<file path="src/rtl/debounce_multi.sv">
// Multi-channel key debouncer: 2-flop synchroniser, shared tick divider and a
// per-channel qualify FSM producing a clean level plus press/release/hold pulses.
module debounce_multi #(
    parameter int                  CHANNELS     = 4,
    parameter int                  CLK_DIV      = 500000,
    parameter int                  STABLE_TICKS = 4,
    parameter int                  HOLD_TICKS   = 200,
    parameter logic [CHANNELS-1:0] POLARITY     = {CHANNELS{1'b0}}
) (
    input  logic                clk_i,
    input  logic                rst_i,
    input  logic [CHANNELS-1:0] key_i,
    output logic                tick_o,
    output logic [CHANNELS-1:0] level_o,
    output logic [CHANNELS-1:0] press_o,
    output logic [CHANNELS-1:0] release_o,
    output logic [CHANNELS-1:0] hold_o
);

    localparam int DW = (CLK_DIV > 2) ? $clog2(CLK_DIV) : 1;
    localparam int QW = $clog2(STABLE_TICKS + 1);
    localparam int HW = (HOLD_TICKS > 0) ? $clog2(HOLD_TICKS + 1) : 1;

    typedef enum logic [1:0] {
        RELEASED,
        PRESS_QUAL,
        PRESSED,
        RELEASE_QUAL
    } state_e;

    logic [DW-1:0]       div_q;
    logic                tick_q;
    logic [CHANNELS-1:0] sync1_q;
    logic [CHANNELS-1:0] sync2_q;

    // tick_q is decoded one count early so it is a flop that is high while div_q == CLK_DIV-1.
    // NOTE: sequential state uses non-blocking assignments so every flop samples pre-edge values.
    always_ff @(posedge clk_i) begin
        if (rst_i) begin
            div_q   <= '0;
            tick_q  <= 1'b0;
            sync1_q <= POLARITY;
            sync2_q <= POLARITY;
        end else begin
            div_q   <= (div_q == DW'(CLK_DIV - 1)) ? '0 : div_q + DW'(1);
            tick_q  <= (div_q == DW'(CLK_DIV - 2));
            sync1_q <= key_i;
            sync2_q <= sync1_q;
        end
    end

    assign tick_o = tick_q;

    for (genvar i = 0; i < CHANNELS; i++) begin : g_ch
        state_e        state_q, state_d;
        logic [QW-1:0] qcnt_q, qcnt_d;
        logic [HW-1:0] hcnt_q, hcnt_d;
        logic          s;
        logic          level_q, level_d;
        logic          press_q, release_q;
        logic          hold_q, hold_d;

        assign s = sync2_q[i] ^ POLARITY[i];

        // NOTE: every signal gets a default first so no path can infer a latch.
        always_comb begin
            state_d = state_q;
            qcnt_d  = qcnt_q;
            if (tick_q) begin
                unique case (state_q)
                    RELEASED: if (s) begin
                        qcnt_d  = QW'(1);
                        state_d = (STABLE_TICKS == 1) ? PRESSED : PRESS_QUAL;
                    end
                    PRESS_QUAL: begin
                        if (!s) begin
                            state_d = RELEASED;
                            qcnt_d  = '0;
                        end else if (qcnt_q == QW'(STABLE_TICKS - 1)) begin
                            state_d = PRESSED;
                            qcnt_d  = '0;
                        end else begin
                            qcnt_d = qcnt_q + QW'(1);
                        end
                    end
                    PRESSED: if (!s) begin
                        qcnt_d  = QW'(1);
                        state_d = (STABLE_TICKS == 1) ? RELEASED : RELEASE_QUAL;
                    end
                    RELEASE_QUAL: begin
                        if (s) begin
                            state_d = PRESSED;
                            qcnt_d  = '0;
                        end else if (qcnt_q == QW'(STABLE_TICKS - 1)) begin
                            state_d = RELEASED;
                            qcnt_d  = '0;
                        end else begin
                            qcnt_d = qcnt_q + QW'(1);
                        end
                    end
                    default: state_d = RELEASED;
                endcase
            end

            level_d = (state_d == PRESSED) || (state_d == RELEASE_QUAL);

            // Hold count restarts on a fresh press and is zeroed whenever the channel is released.
            hcnt_d = hcnt_q;
            hold_d = 1'b0;
            if (tick_q) begin
                if (state_d == RELEASED ||
                    (state_d == PRESSED && (state_q == RELEASED || state_q == PRESS_QUAL))) begin
                    hcnt_d = '0;
                end else if (level_q && hcnt_q != HW'(HOLD_TICKS)) begin
                    hcnt_d = hcnt_q + HW'(1);
                    hold_d = (hcnt_q == HW'(HOLD_TICKS - 1));
                end
            end
        end

        always_ff @(posedge clk_i) begin
            if (rst_i) begin
                state_q   <= RELEASED;
                qcnt_q    <= '0;
                hcnt_q    <= '0;
                level_q   <= 1'b0;
                press_q   <= 1'b0;
                release_q <= 1'b0;
                hold_q    <= 1'b0;
            end else begin
                state_q   <= state_d;
                qcnt_q    <= qcnt_d;
                hcnt_q    <= hcnt_d;
                level_q   <= level_d;
                press_q   <= level_d & ~level_q;
                release_q <= ~level_d & level_q;
                hold_q    <= hold_d;
            end
        end

        assign level_o[i]   = level_q;
        assign press_o[i]   = press_q;
        assign release_o[i] = release_q;
        assign hold_o[i]    = hold_q;
    end

endmodule

</file>
<file path="config.mk">
export PLATFORM = sky130hd
export DESIGN_NAME = debounce_multi
export DESIGN_NICKNAME = d
export VERILOG_FILES = /design/src/rtl/debounce_multi.sv
export SDC_FILE = /design/constraint.sdc
export NUM_CORES = 1
export LEC_CHECK = 0
export CORE_MARGIN = 8
export CORE_UTILIZATION = 50
export CTS_CLUSTER_DIAMETER = 150
export CTS_CLUSTER_SIZE = 14
export DETAILED_ROUTE_END_ITERATION = 8
export PLACE_DENSITY = 0.79
export RECOVER_POWER = 50
export SYNTH_ARGS = -nofsm -noshare
export SYNTH_HDL_FRONTEND = slang
export SYNTH_SLANG_ARGS = --single-unit
</file>
<file path="constraint.sdc">
create_clock -name clk_i -period 4.75 [get_ports clk_i]
set_input_delay 0.7125 -clock clk_i [delete_from_list [all_inputs] [get_ports clk_i]]
set_output_delay 0.7125 -clock clk_i [all_outputs]
set_load 0.005 [all_outputs]
</file>
**Word-level counts from Yosys, hierarchy flattened**

Cells that the tools add are included.

- Mux-type cells: 64
- Equal/unequal tests: 42
- Reductions and logical operators: 45
- Bitwise gates (word level): 21
- Add/subtract/negate cells: 9

Operators with widths:

| operator | number |
|---|---|
| two-way mux 8 bit | 8 |
| two-way mux 3 bit | 20 |
| two-way mux 2 bit | 28 |
| one-hot mux 3 bit (4 select lines) | 4 |
| equality test 19 bit (second input constant) | 2 |
| adder 8 x 1 -> 8 bit (second input constant) | 4 |
| equality test 2 bit (second input constant) | 16 |
| equality test 8 bit (second input constant) | 4 |
| != test 8 bit (second input constant) | 4 |
| one-hot mux 2 bit (4 select lines) | 4 |
| adder 19 x 1 -> 19 bit (second input constant) | 1 |
| zero test 2 bit | 8 |
| != test 2 bit (second input constant) | 8 |
| OR reduction 4 bit | 4 |
| NOT 1 bit | 13 |
| adder 3 x 1 -> 3 bit (second input constant) | 4 |
| equality test 3 x 2 -> 1 bit (second input constant) | 4 |
| logical OR 1 bit | 12 |
| AND reduction 3 bit | 4 |
| bitwise AND 1 bit | 8 |
| equality test 2 x 1 -> 1 bit (second input constant) | 4 |
| logical AND 1 bit | 8 |
| AND reduction 2 bit | 4 |
| nonzero test 2 bit | 4 |
| OR reduction 2 bit | 1 |

- Register bits after elaboration: 96
- Output and inout port bits: 17

**Logic depth before layout (Yosys ltp)**

Gate-level depths: netlist of the first run.

- Word-level depth: 10
- Depth in mapped cells: 8
- Mapped depth without buffers: 7

**Least setup slack after synthesis of the first run**

Ideal clock, no wire load.

- Path kind: register -> register
- Start point: register g_ch[3].qcnt_q[0]
- End point: register g_ch[3].hcnt_q[0]
- Library setup time: 67 ps
- Path buffers: 0
- Stages on the path, launching flop included: 7
- Arrival: 1845 ps
- Slack: 2838 ps
- Required time: 4683 ps
- Period minus slack after synthesis: 1912 ps
- Cells stage by stage: dfxtp_1 -> ha_1 -> and3b_4 -> and3_4 -> or4b_4 -> or3_1 -> a21oi_2

- Cells in the longest elaborated chain, start to end: 10
- Elaborated cells on any way between the ends: 14

Ends and longest elaborated chain:

| what | RTL line | source |
|---|---|---|
| from (decl) | 56 | `logic [QW-1:0] qcnt_q, qcnt_d;` |
| from (signal assigned) | 132 | `qcnt_q <= qcnt_d;` |
| equality test 3 x 2 -> 1 bit * | 79, 94 |  |
| two-way mux 2 bit, on equally long branches | 94, 79 |  |
| two-way mux 2 bit, on equally long branches | 91, 76 |  |
| one-hot mux 2 bit (4 select lines) * | 70 | `unique case (state_q)` |
| two-way mux 2 bit * | 69 | `if (tick_q) begin` |
| equality test 2 bit | 112 | `(state_d == PRESSED && (state_q == RELEASED \|\| state_q == PRESS_QUAL))) begin` |
| logical AND 1 bit | 112 |  |
| logical OR 1 bit * | 111 | `if (state_d == RELEASED \|\|` |
| nonzero test 2 bit (no source line) | - |  |
| AND reduction 2 bit (no source line) | - |  |
| to (signal assigned) | 133 | `hcnt_q <= hcnt_d;` |
| to (decl) | 57 | `logic [HW-1:0] hcnt_q, hcnt_d;` |

Every way passes the cells marked *; elsewhere a longest branch is shown, timed or not.
A chain may end at the register's enable or synchronous reset.

**Final worst setup path of the first run**

- Start point: input port rst_i
- End point: register g_ch[0].hold_q

- Cells in the longest elaborated chain, start to end: 1

Ends and longest elaborated chain:

| what | RTL line | source |
|---|---|---|
| from (decl) | 11 | `input logic rst_i,` |
| OR reduction 4 bit (no source line) | - |  |
| to (signal assigned) | 137 | `hold_q <= hold_d;` |
| to (decl) | 61 | `logic hold_q, hold_d;` |

No other way between the ends.

==> out/qor.csv, run 1 <==
metric;value;unit
core-area;8640;um^2
utilization;0.553;
dieArea;12000;um^2
fmax;318;MHz
start_kind;primary input;
wl_per_cell;13.0;um
syn_area;4390;um^2
cts_made_buffers;9;
antenna_cells;0;
cts_max_level;3;
status;completed;
dieHeight;110;um
critPathRequiredTime;4.99;ns
drv_slew;0;
crit_type;primary input to flip-flop;
maxCapViolCount;0;
dieWidth;110;um
cpMaxStageDelayCell;clkbuf_1;
multi_input_area;2200;um^2
place_congestion;0.838;
ys_warn_count;0;
arrival;3.39;ns
drtIter0Drc;155;
cts.path.max_buffers;2;
num_vias;3442;
initial_core_util;0.509;
clk_pin_slew;0.09;ns
min_period_over_period;0.662;
postSynthCellCount;503;
cts_tree;done;
tns;0;ns
grt_pass1_wl;13800;um
syn2layout_area_growth;8.63;%
grt_pass1_vias;3149;
design_area;4770;um^2
synthFlopType;dfxtp_1;
vias_per_cell;5.56;
final_cell_mix;dfxtp_1, nor2_1, nand2_1;
clkLatencyLatePin;0.35;ns
ant_nets;0;
power_density;290;nW/um^2
worst_pin_slew;1.27;ns
drt-total-wl;8040;um
critPathMaxFanout;30;
final_cells;619;
syn_area_per_cell;8.73;um^2
cts_setup_buffers;0;
dpl_cell_area;4580;um^2
finalSetupViolCount;0;
antenna_found_initial;0;
drt-pass1-iter-count;4;
synth-seq-cells;96;
ios;23;
p_leak;1.72;nW
grt_max_degree;41;
drive_gt1_frac;0.0548;
clkSinkCount;96;
ctsHoldBuffers;0;
drcViolationCount;0;
synth.lib_cells_used.distinct;63;
hold_class;flip-flop to flip-flop;
dp_cells;603;
cp_cell_sequence;dlygate4sd3_1, clkbuf_1, nor2_1, nand3_1, nor4_1, and3_1;
seq_area;1920;um^2
pre_cts_ws;1.86;ns
ys_seq_area_frac;0.437;
nets;526;
power;1.38;mW
hpwl;5790;um
cts_resized;0;
worst_path_largest_cell_delay;0.99;ns
hold_viol_final;0;
period_needed;3.14;ns
async_flop_share;0;
end_kind;flip-flop;
std_cell_rows;34;
r2r_slack;2.30;ns
relSlewSlack;0.151;
n_fill_cell;788;
grt_util_all_layers;0.139;
synth_fp_nets;523;
portBuffers;22;
cts_root_buffer;clkbuf_8;
vdd_drop_max;0.000200;V
fin_ws;1.61;ns
final_common_cell;dfxtp_1;
grt-ovfl-total;0;
synth-edff-count;0;
hold_slack;0.447;ns
rsz0062_at_grt;no;
finClkSkew;0.0110;ns
## layer usage
| metal | up-vias | routed length (um) | global-route usage | part of all wire |
|---|---|---|---|---|
| li1 | 1763 | - | - | - |
| met3 | 8 | 392 | 0.0375 | 0.049 |
| met4 | 0 | 68 | 0.0366 | 0.0085 |
| met1 | 1600 | 3860 | 0.177 | 0.48 |
| met5 | - | 0 | 0 | 0 |
| met2 | 71 | 3720 | 0.226 | 0.46 |
## registers in the layout, summed over array words and instances, names as in the netlist
signal	count
g_ch.press_q	4
g_ch.release_q	4
g_ch.hcnt_q	32
g_ch.state_q	8
g_ch.qcnt_q	12
sync1_q	4
div_q	19
sync2_q	4
g_ch.hold_q	4
tick_o	1
g_ch.level_q	4
## cell usage after synthesis, drive strengths merged, types with 13 or more instances
cell	number	area (um^2)
inv	19	71.3
dfxtp	96	1920
nor3	17	85.1
buf	22	148
ha	14	175
nand2	47	179
xnor2	18	158
xor2	13	114
o21ai	15	75.1
nand3	20	100
nor2	62	233
a21oi	29	149
## area by class of cell
type,count,share of cell area
tap,108,0.0283
multi-input combinational,356,0.462
timing repair buffer,24,0.0485
clock inverter,4,0.0110
inverter,19,0.0149
clock buffer,12,0.0325
sequential,96,0.403
## worst max-delay path: cells and delay by family
kind | cells | cell delay [ns]
buf+inv | 2 | 1.83
simple gates | 4 | 0.83
## power breakdown
part | switching, mW | total, mW | internal (mW)
sequential | 0.00502 | 0.814 | 0.809
clock | 0.268 | 0.541 | 0.272
combinational | 0.0191 | 0.0294 | 0.0102
total | 0.292 | 1.38 | 1.09
## path summary, 6_finish.rpt
path	start	cells after the start	end
min	sync1_q[0]	1	sync2_q[0]
max	rst_i	6	g_ch[0].hold_q
min reg2reg	sync1_q[0]	1	sync2_q[0]
max reg2reg	tick_o	6	g_ch[3].hcnt_q[4]
## cell families (layout without fill, tap and decap cells)
logic type,after synthesis,after routing,share of synthesized area
simple gates,225,225,0.269
compound gates,81,81,0.122
mux,5,5,0.0117
flops,96,96,0.437
fa+ha+maj,14,14,0.0399
buf+inv,51,59,0.0584
xor+xnor,31,31,0.0618
Power figures use the tool's default switching activity.
==> inputs of run 2 (changes only) <==
- clock period: 4.75 -> 3.25 ns (I/O delays scaled with it)
==> run 2 against run 1 <==
Cell count rose by 0.32%. Non-clock buffer count increased by 2. Clock skew grew 0.00091 ns. Sequential share of layout area shrank 0.074 points. Power is 45% higher. First-iteration DRC count up 19%. Via count increased by 0.20%. Sequential cell count is the same.
==> out/qor.csv, run 2 (same netlist as run 1, synthesis figures left out) <==
metric;value;unit;change
fmax;389;MHz;
antenna_found_initial;0;;unchanged
end_kind;flip-flop;;
grt-ovfl-total;0;;unchanged
antenna_cells;0;;unchanged
dieWidth;110;um;unchanged
worst_path_largest_cell_delay;1.07;ns;+0.08 ns
drt-total-wl;8280;um;+3.0%
dieHeight;110;um;unchanged
final_cell_mix;dfxtp_1, nor2_1, nand2_1;;
cts_made_buffers;9;;unchanged
vias_per_cell;5.55;;-0.12%
critPathRequiredTime;3.51;ns;-1.48 ns
hpwl;5750;um;-0.70%
drv_slew;0;;unchanged
drt-pass1-iter-count;4;;unchanged
crit_type;primary input to flip-flop;;
tns;0;ns;unchanged
drive_gt1_frac;0.0585;;+0.00369
ios;23;;unchanged
cp_cell_sequence;dlygate4sd3_1, clkbuf_1, a211o_1, nor2_1, mux2_2;;
start_kind;primary input;;
relSlewSlack;0.0352;;-0.115
core-area;8640;um^2;unchanged
num_vias;3449;;+0.20%
cts_root_buffer;clkbuf_8;;
grt_max_degree;40;;-2.4%
wl_per_cell;13.3;um;+2.6%
top_regs;g_ch.hcnt_q: 32 flops, div_q: 19 flops, g_ch.qcnt_q: 12 flops;;
largest_reg_flops;32;;unchanged
nets;528;;+0.38%
initial_core_util;0.509;;unchanged
dpl_cell_area;4590;um^2;+0.33%
cpMaxStageDelayCell;clkbuf_1;;
ctsHoldBuffers;0;;unchanged
min_period_over_period;0.791;;
cts_tree;done;;
p_leak;1.73;nW;+0.36%
finalSetupViolCount;0;;unchanged
clkLatencyLatePin;0.36;ns;about the same
power_density;420;nW/um^2;+45%
std_cell_rows;34;;unchanged
portBuffers;22;;unchanged
drcViolationCount;0;;unchanged
grt_util_all_layers;0.142;;+0.00365
cts_resized;0;;unchanged
power;2.01;mW;+45%
worst_pin_slew;1.45;ns;+0.173 ns
syn2layout_area_growth;8.83;%;
final_common_cell;dfxtp_1;;
rsz0062_at_grt;no;;
ant_nets;0;;unchanged
top_register;g_ch.hcnt_q;;
cts_max_level;3;;unchanged
arrival;2.83;ns;-0.56 ns
critPathMaxFanout;32;;+6.7%
hold_class;flip-flop to flip-flop;;
vdd_drop_max;0.000351;V;+76%
drtIter0Drc;184;;+19%
period_needed;2.57;ns;
cts_setup_buffers;0;;unchanged
hold_viol_final;0;;unchanged
maxCapViolCount;0;;unchanged
dieArea;12000;um^2;unchanged
grt_pass1_vias;3184;;+1.1%
cts.path.max_buffers;2;;unchanged
grt_pass1_wl;14000;um;+0.95%
place_congestion;0.822;;-1.9%
clk_pin_slew;0.09;ns;about the same
finClkSkew;0.0119;ns;+0.000911 ns
clkSinkCount;96;;unchanged
design_area;4780;um^2;+0.18%
status;completed;;
-- run 2: where the power goes --
part / leakage [nW] / switching [mW] / internal [mW] / total (mW)
Combinational: 0.856 / 0.0292 / 0.0152 / 0.0444
Clock: 0.0945 / 0.412 / 0.363 / 0.775
Sequential: 0.775 / 0.00717 / 1.18 / 1.19
-- run 2: area by class of cell --
type / instances / area (um^2)
fillers: 770 / 3850
multi-input cells: 356 / 2210
flip-flops and latches: 96 / 1920
repair buffers: 26 / 243
well taps: 108 / 135
clock buffers: 11 / 131
inverters: 19 / 71.3
clock inverters: 5 / 63.8
-- run 2: worst paths after layout --
kind                            startpoint                end  slack (ns)  depth (start not counted)
worst max-delay path                 rst_i  g_ch[2].hcnt_q[6]        0.68                          5
worst max register to register      tick_o  g_ch[2].hcnt_q[6]        1.15                          6
worst min-delay path            sync1_q[2]         sync2_q[2]        0.45                          1
worst min register to register  sync1_q[2]         sync2_q[2]        0.45                          1
-- run 2: critical path, delay by kind of cell --
kind,cells,cell delay [ns]
AO/OA/AOI/OAI,1,0.37
AND/OR/NAND/NOR,1,0.07
buffers and inverters,2,1.64
multiplexers,1,0.26
-- run 2: per-stage QoR --
step	util	std cells	worst slack, ns	hold slack, ns
final	0.554	621	0.679	0.446
after global routing	0.554	621	0.520	0.462
after CTS	0.554	621	1.07	0.451
after detailed placement	0.532	605	1.00	0.430
after global placement	0.532	605	1.06	0.416
after floorplan	-	503	1.34	0.414
-- run 2: per-layer routing --
layer / up-vias / wire, um / GRT usage
met2: 58 / 3850 / 0.237
met3: 11 / 380 / 0.0422
li1: 1757 / - / -
met1: 1623 / 3920 / 0.174
met4: 0 / 121 / 0.0415
met5: - / 0 / 0
==> inputs of run 3 (changes only) <==
- PLACE_DENSITY: 0.79 -> 0.82
- clock period: 3.25 -> 2.25 ns (I/O delays scaled with it)
==> run 3 against run 2 <==
First-iteration DRC count shrank 47%. Sequential share of layout area decreased by 0.77 points. Combinational power is 50% higher. Utilization grew 1.1 points. Die area did not move. Clock skew decreased by 0.0040 ns. Clock power increased by 63%. Non-clock buffer count increased by 8. Via count is 0.78% higher. Highest routed layer unchanged.
==> out/qor.csv, run 3 (same netlist as run 1, synthesis figures left out) <==
metric;value;unit;change
cts_setup_buffers;0;;unchanged
clk_pin_slew;0.09;ns;about the same
top_register;g_ch.hcnt_q;;
finClkSkew;0.00786;ns;-0.00403 ns
hold_class;flip-flop to flip-flop;;
ant_nets;0;;unchanged
place_congestion;0.816;;-0.73%
dieHeight;110;um;unchanged
std_cell_rows;34;;unchanged
top_regs;g_ch.hcnt_q: 32 flops, div_q: 19 flops, g_ch.qcnt_q: 12 flops;;
worst_path_largest_cell_delay;0.51;ns;-0.56 ns
design_area;4870;um^2;+2.0%
cts.path.max_buffers;2;;unchanged
clkLatencyLatePin;0.36;ns;about the same
relSlewSlack;0.281;;+0.246
fmax;495;MHz;
dp_cells;613;;+1.3%
cp_top_family;simple AND/OR/NAND/NOR gates;;
drt-pass1-iter-count;4;;unchanged
drtIter0Drc;98;;-47%
final_cells;629;;+1.3%
fin_ws;0.231;ns;-0.447 ns
portBuffers;22;;unchanged
cp_cell_sequence;ha_1, nor2b_1, a31oi_1, a31o_2, or4_1, a21oi_1;;
crit_type;flip-flop to flip-flop;;
largest_reg_flops;32;;unchanged
rsz0062_at_grt;no;;
cp.buffers_inverters;0;;-2
drv_slew;0;;unchanged
syn2layout_area_growth;11.0;%;
tns;0;ns;unchanged
grt_pass1_vias;3254;;+2.2%
dieWidth;110;um;unchanged
antenna_found_initial;0;;unchanged
hold_viol_final;0;;unchanged
min_period_over_period;0.897;;
ctsHoldBuffers;0;;unchanged
finalSetupViolCount;0;;unchanged
dpl_cell_area;4650;um^2;+1.3%
critPathRequiredTime;2.54;ns;-0.97 ns
cts_root_buffer;clkbuf_8;;
maxCapViolCount;0;;unchanged
nets;536;;+1.5%
cpMaxStageDelayCell;or4_1;;
grt_util_all_layers;0.148;;+0.00623
period_needed;2.02;ns;
arrival;2.31;ns;-0.52 ns
grt_pass1_wl;14600;um;+4.2%
core-area;8640;um^2;unchanged
worst_pin_slew;1.08;ns;-0.369 ns
power_density;624;nW/um^2;+49%
dieArea;12000;um^2;unchanged
grt-ovfl-total;0;;unchanged
num_vias;3476;;+0.78%
end_kind;flip-flop;;
cts_tree;done;;
cts_made_buffers;9;;unchanged
p_leak;1.79;nW;+3.7%
drcViolationCount;0;;unchanged
cts_resized;0;;unchanged
start_kind;flip-flop;;
status;completed;;
wl_per_cell;13.3;um;about the same
grt_max_degree;25;;-38%
vdd_drop_max;0.000317;V;-9.7%
final_common_cell;dfxtp_1;;
drt-total-wl;8390;um;+1.4%
vias_per_cell;5.53;;-0.50%
hold_slack;0.457;ns;+0.0109 ns
hpwl;5860;um;+1.9%
final_cell_mix;dfxtp_1, nor2_1, nand2_1;;
clkSinkCount;96;;unchanged
pre_cts_ws;0.278;ns;-0.722 ns
drive_gt1_frac;0.0768;;+0.0183
critPathMaxFanout;13;;-59%
initial_core_util;0.509;;unchanged
antenna_cells;0;;unchanged
cts_max_level;3;;unchanged
ios;23;;unchanged
run 3: cell count changes in the layout (fill, tap and decap cells not counted):
cell	previous run	this run
buf_4	2	10
clkbuf_1	4	2
bufinv_16	1	2
clkbuf_8	9	10
clkdlybuf4s50_1	9	10
clkinv_2	0	1
clkinv_4	1	2
clkinvlp_4	1	0
dlygate4sd3_1	13	12
inv_6	2	1
run 3: report_power, final:
part | internal, mW | switching (mW)
Sequential | 1.71 | 0.0103
Combinational | 0.0243 | 0.0422
Clock | 0.662 | 0.596
run 3: layout make-up:
cell class / instances / area [um^2]
clock inverters: 6 / 91.3
inverters: 19 / 71.3
multi-input cells: 356 / 2210
clock buffers: 10 / 138
flip-flops and latches: 96 / 1920
well taps: 108 / 135
fillers: 743 / 3760
repair buffers: 34 / 303
run 3: metal layers:
layer / up-vias / share of wire / track usage
li1: 1780 / - / -
met1: 1636 / 0.48 / 0.188
met2: 50 / 0.46 / 0.242
met3: 10 / 0.045 / 0.0381
met4: 0 / 0.013 / 0.0492
met5: - / 0 / 0
run 3: path summary, 6_finish.rpt:
path | startpoint | to | slack (ns) | cells after the start
setup reg to reg | g_ch[0].qcnt_q[0] | g_ch[0].hcnt_q[5] | 0.23 | 6
hold reg to reg | sync1_q[0] | sync2_q[0] | 0.46 | 1
hold / removal | sync1_q[0] | sync2_q[0] | 0.46 | 1
setup / recovery | g_ch[0].qcnt_q[0] | g_ch[0].hcnt_q[5] | 0.23 | 6
run 3: metrics by stage:
step	power (mW)	util
final	3.04	0.564
after global routing	3.16	0.564
after CTS	3.08	0.565
after detailed placement	1.83	0.539
after global placement	1.82	0.539
after floorplan	1.80	-
run 3: worst reg2reg max path: stages (launching register included):
cell	delay, ns
dfxtp_1	0.36
ha_1	0.18
nor2b_1	0.29
a31oi_1	0.15
a31o_2	0.29
or4_1	0.51
a21oi_1	0.17
